File: config.mk
export PLATFORM = sky130hd
export DESIGN_NAME = wb_write_queue
export DESIGN_NICKNAME = d
export VERILOG_FILES = /design/src/rtl/wb_pkg.sv /design/src/rtl/wb_entry_fifo.sv /design/src/rtl/wb_write_queue.sv
export SDC_FILE = /design/constraint.sdc
export NUM_CORES = 1
export LEC_CHECK = 0
export ABC_CLOCK_PERIOD_IN_PS = 6750
export BUFFER_PORTS_ARGS = -buffer_cell sky130_fd_sc_hd__buf_2
export CAP_MARGIN = 20
export CORE_MARGIN = 1
export CORE_UTILIZATION = 45
export DETAILED_ROUTE_END_ITERATION = 7
export GPL_TIMING_DRIVEN = 0
export PLACE_DENSITY_LB_ADDON = 0.12
export RECOVER_POWER = 50
export SKIP_CTS_REPAIR_TIMING = 1
export SYNTH_ARGS = -nofsm -noshare
export SYNTH_HDL_FRONTEND = slang
export SYNTH_HIERARCHICAL = 1
export SYNTH_SLANG_ARGS = --single-unit
File: constraint.sdc
create_clock -name clk -period 6.75 [get_ports clk]
set_input_delay 1.35 -clock clk [delete_from_list [all_inputs] [get_ports clk]]
set_output_delay 1.35 -clock clk [all_outputs]
set_load 0.01 [all_outputs]
File: src/rtl/wb_pkg.sv
// rtl/wb_pkg.sv - shared widths, entry type and constants for the writeback queue
//
// Purpose: default data/register-id widths, the default-width queue entry
// record and the hard-wired-zero register id used by wb_write_queue and
// wb_entry_fifo.
// Ports: none (package).

package wb_pkg;

    localparam int DEF_DATA_W   = 16;
    localparam int DEF_REG_ID_W = 4;

    // Register 0 reads as zero, so writes targeting it are dropped.
    localparam logic [DEF_REG_ID_W-1:0] REG_ZERO = '0;

    // Queue entry at default widths; wb_entry_fifo declares the same shape
    // locally so it can follow its own width parameters.
    typedef struct packed {
        logic                    valid;
        logic [DEF_REG_ID_W-1:0] reg_id;
        logic [DEF_DATA_W-1:0]   data;
    } wb_entry_t;

endpackage

File: src/rtl/wb_entry_fifo.sv
// rtl/wb_entry_fifo.sv - compacting ring of pending writeback entries
//
// Purpose: DEPTH-entry ordered storage with per-entry valid, kill-by-id,
// head-skip of dead entries and pending-lookup match vectors.
// Ports:
//   clk, rst                     clock, synchronous active-high reset
//   push, push_reg, push_data    append an entry at the tail
//   pop                          remove the head entry (ignored when empty)
//   kill_en, kill_reg            clear every live entry whose id matches
//   chk_reg1, chk_reg2           lookup ids
//   head_valid/head_reg/head_data  oldest live entry
//   full, count                  live-entry occupancy
//   kill_cnt                     entries killed at the coming edge
//   pend1, pend2                 lookup id has a live queued entry

module wb_entry_fifo
    import wb_pkg::*;
#(
    parameter int DEPTH    = 4,
    parameter int DATA_W   = DEF_DATA_W,
    parameter int REG_ID_W = DEF_REG_ID_W
) (
    input  logic                      clk,
    input  logic                      rst,
    input  logic                      push,
    input  logic [REG_ID_W-1:0]       push_reg,
    input  logic [DATA_W-1:0]         push_data,
    input  logic                      pop,
    input  logic                      kill_en,
    input  logic [REG_ID_W-1:0]       kill_reg,
    input  logic [REG_ID_W-1:0]       chk_reg1,
    input  logic [REG_ID_W-1:0]       chk_reg2,
    output logic                      head_valid,
    output logic [REG_ID_W-1:0]       head_reg,
    output logic [DATA_W-1:0]         head_data,
    output logic                      full,
    output logic [$clog2(DEPTH):0]    count,
    output logic [$clog2(DEPTH):0]    kill_cnt,
    output logic                      pend1,
    output logic                      pend2
);

    localparam int PTR_W = $clog2(DEPTH);
    localparam int CNT_W = PTR_W + 1;

    typedef struct packed {
        logic                valid;
        logic [REG_ID_W-1:0] reg_id;
        logic [DATA_W-1:0]   data;
    } entry_t;

    entry_t           mem   [DEPTH];
    entry_t           mem_n [DEPTH];
    entry_t           cur;
    logic [PTR_W-1:0] head;
    logic [PTR_W-1:0] head_n;
    logic [PTR_W-1:0] rd_idx;
    logic [PTR_W-1:0] wr_idx;
    logic [CNT_W-1:0] n_keep;
    logic [CNT_W-1:0] n_kill;
    logic             do_pop;
    logic             hit1;
    logic             hit2;

    // Live entries always sit contiguously from head (see compaction below),
    // so the tail is implicitly head + count and the head slot is live
    // whenever count is non-zero.
    assign head_valid = (count != '0);
    assign full       = (count == CNT_W'(DEPTH));
    assign do_pop     = pop && head_valid;
    assign head_reg   = mem[head].reg_id;
    assign head_data  = mem[head].data;
    assign kill_cnt   = n_kill;

    // Next-state: walk entries oldest-first, drop the popped head and any
    // killed entries, and repack the survivors from the new head. Killed
    // entries therefore vanish at the same edge and never cost an issue
    // cycle. The push lands after the survivors so a same-cycle kill can
    // never hit it.
    always_comb begin
        for (int i = 0; i < DEPTH; i++) begin
            mem_n[i] = '0;
        end
        head_n = head + PTR_W'(do_pop);
        n_keep = '0;
        n_kill = '0;
        rd_idx = head;
        wr_idx = head_n;
        cur    = '0;
        for (int k = 0; k < DEPTH; k++) begin
            rd_idx = head + PTR_W'(k);
            cur    = mem[rd_idx];
            if (cur.valid) begin
                if (do_pop && (k == 0)) begin
                    n_keep = n_keep;
                end else if (kill_en && (cur.reg_id == kill_reg)) begin
                    n_kill = n_kill + 1'b1;
                end else begin
                    wr_idx        = head_n + PTR_W'(n_keep);
                    mem_n[wr_idx] = cur;
                    n_keep        = n_keep + 1'b1;
                end
            end
        end
        if (push) begin
            wr_idx        = head_n + PTR_W'(n_keep);
            mem_n[wr_idx] = '{valid: 1'b1, reg_id: push_reg, data: push_data};
            n_keep        = n_keep + 1'b1;
        end
    end

    always_ff @(posedge clk) begin
        if (rst) begin
            for (int i = 0; i < DEPTH; i++) begin
                mem[i] <= '0;
            end
            head  <= '0;
            count <= '0;
        end else begin
            for (int i = 0; i < DEPTH; i++) begin
                mem[i] <= mem_n[i];
            end
            head  <= head_n;
            count <= n_keep;
        end
    end

    // Free slots always have valid cleared, so valid alone marks live entries.
    always_comb begin
        hit1 = 1'b0;
        hit2 = 1'b0;
        for (int i = 0; i < DEPTH; i++) begin
            if (mem[i].valid && (mem[i].reg_id == chk_reg1)) hit1 = 1'b1;
            if (mem[i].valid && (mem[i].reg_id == chk_reg2)) hit2 = 1'b1;
        end
        pend1 = hit1 && (chk_reg1 != REG_ID_W'(REG_ZERO));
        pend2 = hit2 && (chk_reg2 != REG_ID_W'(REG_ZERO));
    end

endmodule

File: src/rtl/wb_write_queue.sv
// rtl/wb_write_queue.sv - writeback queue driving the register file write port
//
// Purpose: buffers execute results, gives load results unconditional
// priority on the single write port, kills queued writes made stale by a
// load, and reports pending writes to decode.
// Optional: define WB_STATS_EN to add stat_writes, stat_kills and
// stat_full_cycles (16-bit saturating counters).
// Ports:
//   clk, rst                          clock, synchronous active-high reset
//   in_valid/in_ready/in_reg/in_data  execute result handshake
//   ld_valid/ld_reg/ld_data           load result, never back-pressured
//   write_en/dst_reg/dst_data         registered register file write port
//   chk_reg1/chk_reg2, pend1/pend2    decode pending-write lookups
//   count                             live queued entries

module wb_write_queue
    import wb_pkg::*;
#(
    parameter int DEPTH    = 4,
    parameter int DATA_W   = DEF_DATA_W,
    parameter int REG_ID_W = DEF_REG_ID_W
) (
    input  logic                   clk,
    input  logic                   rst,
    input  logic                   in_valid,
    output logic                   in_ready,
    input  logic [REG_ID_W-1:0]    in_reg,
    input  logic [DATA_W-1:0]      in_data,
    input  logic                   ld_valid,
    input  logic [REG_ID_W-1:0]    ld_reg,
    input  logic [DATA_W-1:0]      ld_data,
    output logic                   write_en,
    output logic [REG_ID_W-1:0]    dst_reg,
    output logic [DATA_W-1:0]      dst_data,
    input  logic [REG_ID_W-1:0]    chk_reg1,
    input  logic [REG_ID_W-1:0]    chk_reg2,
    output logic                   pend1,
    output logic                   pend2,
    output logic [$clog2(DEPTH):0] count
`ifdef WB_STATS_EN
    ,
    output logic [15:0]            stat_writes,
    output logic [15:0]            stat_kills,
    output logic [15:0]            stat_full_cycles
`endif
);

    localparam int CNT_W = $clog2(DEPTH) + 1;

    logic                accept;
    logic                push;
    logic                ld_issue;
    logic                pop;
    logic                full;
    logic                head_valid;
    logic [REG_ID_W-1:0] head_reg;
    logic [DATA_W-1:0]   head_data;
    logic [CNT_W-1:0]    kill_cnt;

    // No pass-through when full: a pop in the same cycle does not open
    // in_ready, which keeps in_ready a pure function of registered state.
    assign in_ready = !full;
    assign accept   = in_valid && in_ready;
    // Writes to register 0 complete the handshake but are not stored.
    assign push     = accept && (in_reg != REG_ID_W'(REG_ZERO));
    assign ld_issue = ld_valid && (ld_reg != REG_ID_W'(REG_ZERO));
    assign pop      = head_valid && !ld_issue;

    // An issuing load is younger than everything queued, so it kills queued
    // writes to the same register rather than letting them overwrite it.
    wb_entry_fifo #(
        .DEPTH    (DEPTH),
        .DATA_W   (DATA_W),
        .REG_ID_W (REG_ID_W)
    ) u_fifo (
        .clk        (clk),
        .rst        (rst),
        .push       (push),
        .push_reg   (in_reg),
        .push_data  (in_data),
        .pop        (pop),
        .kill_en    (ld_issue),
        .kill_reg   (ld_reg),
        .chk_reg1   (chk_reg1),
        .chk_reg2   (chk_reg2),
        .head_valid (head_valid),
        .head_reg   (head_reg),
        .head_data  (head_data),
        .full       (full),
        .count      (count),
        .kill_cnt   (kill_cnt),
        .pend1      (pend1),
        .pend2      (pend2)
    );

    // Idle cycles drop write_en but keep dst_reg/dst_data stable.
    always_ff @(posedge clk) begin
        if (rst) begin
            write_en <= 1'b0;
            dst_reg  <= '0;
            dst_data <= '0;
        end else if (ld_issue) begin
            write_en <= 1'b1;
            dst_reg  <= ld_reg;
            dst_data <= ld_data;
        end else if (pop) begin
            write_en <= 1'b1;
            dst_reg  <= head_reg;
            dst_data <= head_data;
        end else begin
            write_en <= 1'b0;
        end
    end

`ifdef WB_STATS_EN
    logic [16:0] kill_sum;

    assign kill_sum = {1'b0, stat_kills} + 17'(kill_cnt);

    always_ff @(posedge clk) begin
        if (rst) begin
            stat_writes      <= '0;
            stat_kills       <= '0;
            stat_full_cycles <= '0;
        end else begin
            if (write_en && (stat_writes != 16'hFFFF)) begin
                stat_writes <= stat_writes + 16'd1;
            end
            stat_kills <= kill_sum[16] ? 16'hFFFF : kill_sum[15:0];
            if (in_valid && !in_ready && (stat_full_cycles != 16'hFFFF)) begin
                stat_full_cycles <= stat_full_cycles + 16'd1;
            end
        end
    end
`else
    logic stats_unused;
    assign stats_unused = ^kill_cnt;
`endif

endmodule

==> impl_metrics.env, run 1 <==
export IMPL_hp_class="reg -> reg"
export IMPL_synth_cells=1153
export IMPL_finClkSkew_ns=0.00741
export IMPL_end_kind="register"
export IMPL_rsz0062_at_grt="no"
export IMPL_cpPeakStageDelay_ns=0.58
export IMPL_dieArea_mm2=0.0228
export IMPL_relSlewSlack_pct=19.8
export IMPL_cp_max_fo=10
export IMPL_power_frac_seq_pct=23.7
export IMPL_worst_pin_slew_ns=1.20
export IMPL_routed_via_count=10189
export IMPL_pin_count=79
export IMPL_first_pass_iters=6
export IMPL_worstSetupPathType="in -> reg"
export IMPL_r2r_slack_ns=0.33
export IMPL_status="finished clean"
export IMPL_grt_pass1_wl_mm=58.6
export IMPL_largest_register_ffs=84
export IMPL_start_util_pct=45.8
export IMPL_power_total_uw=3930
export IMPL_cp_startpoint="ld_reg[1]"
export IMPL_leakage_uw=0.00406
export IMPL_arrival_ns=6.76
export IMPL_ys_warn_count=6
export IMPL_combPwrFrac_pct=62.4
export IMPL_gp_congestion=0.954
export IMPL_p_sw_share_pct=54.4
export IMPL_hold_viol_final=0
export IMPL_worst_path_max_delay_cell="a2111oi_4"
export IMPL_diodes=0
export IMPL_crit_chain="buf_2 > o41ai_4 > inv_2 > or3b_2 > mux2_2 > a2111oi_4 > nor2_1 > ha_1 > nand2_1 > o21ai_0 > xnor2_1 > xnor2_1 > ha_1 > nor2b_2 > clkbuf_2 > nand2_1 > clkbuf_1 > a311oi_1"
export IMPL_layout_min_cycle_time_ns=6.51
export IMPL_syn_area_per_cell_um2=8.67
export IMPL_maxCapViolCount=0
export IMPL_r2r_start="u_fifo/head[0]"
export IMPL_power_internal_uw=1790
export IMPL_port_buffers=69
export IMPL_gr_total_overflow=0
export IMPL_drive_above_1_share_pct=13.4
export IMPL_h_tree_depth=3
export IMPL_grt_pass1_vias=9605
export IMPL_wl_per_cell_um=26.3
export IMPL_area_growth_pct=8.99
export IMPL_final_cell_area_mm2=0.0109
export IMPL_fp_row_count=54
export IMPL_nets=1292
export IMPL_reg2reg_depth=17
export IMPL_max_freq_mhz=154
export IMPL_cts_root_buf="clkbuf_16"
export IMPL_p_sw_uw=2140
export IMPL_min_period_over_period_pct=96.5
export IMPL_syn_nets=1213
export IMPL_dp_cells=1503
export IMPL_cts_tree="done"
export IMPL_drtAntennaViolNets=0
export IMPL_vdd_ir_drop_max_mv=0.223
export IMPL_syn_area_mm2=0.00999
export IMPL_crit_path_end="u_fifo/mem[0][18]"
export IMPL_p_clk_share_pct=13.9
export IMPL_routed_via_density=6.72
export IMPL_power_density_mw_per_mm2=361
export IMPL_stdcell_count=1517
export IMPL_grt_usage_pct=35.3
export IMPL_coreArea_mm2=0.0218
export IMPL_drc=0
export IMPL_place_area_mm2=0.0107
export IMPL_dr_first_iter_drc_count=1272
export IMPL_slew_violations=0
export IMPL_clock_path_buffers=2
export IMPL_clk_pin_slew_ns=0.08
export IMPL_numCtsBuffers=9
export IMPL_place_hpwl_mm=28.8
export IMPL_critical_path_required_ns=6.99
export IMPL_antenna_found_initial=0
export IMPL_die_y_um=151
export IMPL_insertion_delay_ns=0.37
export IMPL_critPathLaunchType="input pin"
export IMPL_grt_max_degree=20
export IMPL_worstReg2RegEnd="u_fifo/mem[0][18]"
export IMPL_die_x_um=151
export IMPL_setup_violations=0
export IMPL_wl_mm=39.9
export IMPL_numClockSinks=110
-- worst min-delay path by stage --
stage,end,depth (start not counted),startpoint
3_5_place_dp,dst_data[8],2,dst_data[8]
5_1_grt,dst_data[7],2,dst_data[7]
6_report,dst_data[7],2,dst_data[7]
3_3_place_gp,dst_data[8],2,dst_data[8]
4_1_cts,dst_data[8],2,dst_data[8]
2_1_floorplan,dst_data[6],2,dst_data[6]
-- stage by stage --
stage	util [%]	worst slack [ns]	setup TNS, ns	hold slack, ns
3_5_place_dp	49.0	-0.398	-6.96	0.542
4_1_cts	50.4	-0.0230	-0.0230	0.563
2_1_floorplan	-	1.36	0	0.565
6_report	49.9	0.237	0	0.571
5_1_grt	49.9	0.0421	0	0.589
3_3_place_gp	49.0	-0.392	-7.16	0.548
-- critical path: cells and delay by family --
kind / cells / cell delay (ns)
buf+inv: 4 / 1.17
fa+ha+maj: 2 / 0.72
xor+xnor: 2 / 0.68
mux: 1 / 0.30
simple gates: 5 / 1.13
compound gates: 4 / 1.38
-- final cells by class --
cell class | instances | area, um2
Multi-Input combinational cell | 914 | 7200
Sequential cell | 110 | 2200
Fill cell | 2186 | 10900
Timing Repair Buffer | 70 | 327
Buffer | 119 | 485
Tap cell | 280 | 350
Clock buffer | 10 | 239
Clock inverter | 6 | 55.1
Inverter | 8 | 30.0
-- power groups by stage --
stage                     Combinational [uW]  Clock [uW]  Sequential [uW]
final                                   2450         546              932
after global routing                    2570         581              946
after CTS                               2380         555              929
after detailed placement                2380           0              943
after global placement                  2360           0              941
after floorplan                         1600           0              912
-- placed cells by master, fill, tap and decap left out, drive strengths merged, types with 5 or more instances in the layout --
cell type / n
nand2: 114
nor2: 119
xor2: 34
nor2b: 6
a311oi: 36
buf: 79
ha: 8
a211oi: 19
nand2b: 20
a32oi: 80
nor4: 8
a21oi: 23
o211ai: 5
inv: 10
mux2i: 239
a31oi: 7
xnor2: 23
nor3: 14
o21ai: 23
mux4: 12
clkbuf: 120
dfxtp: 110
a221oi: 44
mux2: 35
nand3: 12
-- metal layers --
layer	up-vias	wire, um	track usage, %
li1	4544	-	-
met2	655	17200	54.7
met3	126	4020	5.36
met5	-	0	0
met1	4864	16400	46.7
met4	0	2270	20.2
Note: power is estimated with default switching activity, not from simulation.
==> run 2: changes to the inputs <==
- ABC_AREA: unset -> 1
==> impl_metrics.env, run 2 <==
export IMPL_status="finished clean"
export IMPL_combPwrFrac_pct=65.7
export IMPL_maxCapViolCount=0
export IMPL_cp_max_fo=10
export IMPL_hold_ws_ns=0.493
export IMPL_clk_pin_slew_ns=0.08
export IMPL_cp_startpoint="ld_reg[0]"
export IMPL_power_internal_uw=1760
export IMPL_antenna_found_initial=0
export IMPL_hold_viol_final=0
export IMPL_multiInputGateArea_mm2=0.00774
export IMPL_place_hpwl_mm=41.6
export IMPL_gr_total_overflow=0
export IMPL_numClockSinks=110
export IMPL_grt_max_degree=19
export IMPL_power_density_mw_per_mm2=339
export IMPL_crit_path_end="u_fifo/mem[0][17]"
export IMPL_leakage_uw=0.00676
export IMPL_slew_violations=0
export IMPL_stdcell_count=2504
export IMPL_pin_count=79
export IMPL_p_clk_share_pct=13.1
export IMPL_r2r_start="u_fifo/head[0]"
export IMPL_dp_cells=2487
export IMPL_largest_register_ffs=84
export IMPL_finClkSkew_ns=0.0160
export IMPL_rsz0062_at_grt="no"
export IMPL_die_x_um=161
export IMPL_start_util_pct=46.5
export IMPL_end_kind="register"
export IMPL_area_growth_pct=8.23
export IMPL_worstReg2RegEnd="u_fifo/mem[0][17]"
export IMPL_nets=2234
export IMPL_first_pass_iters=6
export IMPL_numCtsBuffers=9
export IMPL_routed_via_density=5.76
export IMPL_cts_tree="done"
export IMPL_wl_mm=55.7
export IMPL_final_cell_mix="nand2_1 (784), nor2_1 (286), inv_1 (169)"
export IMPL_holdCritStartpoint="dst_data[6]"
export IMPL_wl_per_cell_um=22.2
export IMPL_relSlewSlack_pct=19.9
export IMPL_fp_row_count=57
export IMPL_cts_root_buf="clkbuf_16"
export IMPL_routed_via_count=14426
export IMPL_p_sw_share_pct=58.2
export IMPL_fin_util_pct=50.3
export IMPL_reg2reg_depth=25
export IMPL_layout_min_cycle_time_ns=5.98
export IMPL_final_common_cell="nand2_1"
export IMPL_syn_area_mm2=0.0114
export IMPL_grt_usage_pct=42.5
export IMPL_critPathLaunchType="input pin"
export IMPL_r2r_slack_ns=1.20
export IMPL_syn_nets=2148
export IMPL_grt_pass1_wl_mm=81.1
export IMPL_h_tree_depth=3
export IMPL_critical_path_required_ns=7.04
export IMPL_dieArea_mm2=0.0261
export IMPL_setup_violations=0
export IMPL_hp_class="reg -> reg"
export IMPL_syn_area_per_cell_um2=5.48
export IMPL_arrival_ns=6.26
export IMPL_synth_cells=2088
export IMPL_gp_congestion=1.05
export IMPL_final_cell_area_mm2=0.0124
export IMPL_regArea_mm2=0.00220
export IMPL_drtAntennaViolNets=0
export IMPL_min_period_over_period_pct=88.5
export IMPL_drive_above_1_share_pct=12.5
export IMPL_power_frac_seq_pct=21.3
export IMPL_worstSetupPathType="in -> reg"
export IMPL_coreArea_mm2=0.0246
export IMPL_ys_warn_count=6
export IMPL_insertion_delay_ns=0.37
export IMPL_port_buffers=75
export IMPL_max_freq_mhz=167
export IMPL_clock_path_buffers=2
export IMPL_place_area_mm2=0.0122
export IMPL_grt_pass1_vias=13333
export IMPL_vdd_ir_drop_max_mv=0.196
export IMPL_dr_first_iter_drc_count=2008
export IMPL_fillCellCount=2745
export IMPL_tns_ns=0
export IMPL_p_sw_uw=2450
export IMPL_drc=0
export IMPL_worst_pin_slew_ns=1.19
export IMPL_die_y_um=161
-- run 2: cell type report --
type	instances	area share [%]
clock inverter	5	0.323
sequential	110	17.8
timing repair buffer	75	2.76
clock buffer	11	1.96
buffer	131	5.37
inverter	199	6.03
antenna	1	0.0202
multi-input combinational	1648	62.5
tap	324	3.27
-- run 2: worst min path at each step --
stage                   to  cells past startpoint
2_1_floorplan  dst_data[6]                      2
3_3_place_gp   dst_data[7]                      2
3_5_place_dp   dst_data[6]                      2
4_1_cts        dst_data[6]                      2
5_1_grt        dst_data[7]                      2
6_report       dst_data[6]                      2
-- run 2: stage by stage --
step	setup WS, ns	power (uW)
after floorplan	2.22	2600
after global placement	1.13	3520
after detailed placement	1.02	3550
after CTS	1.40	4100
after global routing	0.572	4410
final	0.774	4200
-- run 2: critical path, stage by stage --
cell and delay [ns]:
buf_2 0.15, nor2_1 0.10, nand2_1 0.21, nand2_1 0.25, clkbuf_1 0.38, inv_1 0.22, nand2_1 0.12, nor2_1 0.07
nand3_4 0.14, clkbuf_1 0.44, ha_1 0.33, nand2_1 0.13, nand3_1 0.12, nand2_1 0.11, inv_1 0.07, ha_1 0.35
nor2_4 0.32, nand3_1 0.35, clkbuf_1 0.48, nand2_1 0.19, nand2_1 0.06, nand2_1 0.06, nand2_1 0.04, nor2_1 0.19
-- run 2: layer usage --
layer / global-route usage [%] / up-vias / wire (um)
li1: - / 6745 / -
met1: 54.7 / 6576 / 22200
met2: 66.2 / 910 / 23800
met3: 8.42 / 193 / 6240
met4: 23.1 / 2 / 3350
met5: 2.08 / - / 77
-- run 2: power by group through the flow --
stage	clock (uW)	sequential, uW	combinational [uW]
6_report	550	893	2760
5_1_grt	574	905	2930
4_1_cts	552	888	2660
3_5_place_dp	0	903	2650
3_3_place_gp	0	898	2620
2_1_floorplan	0	881	1720
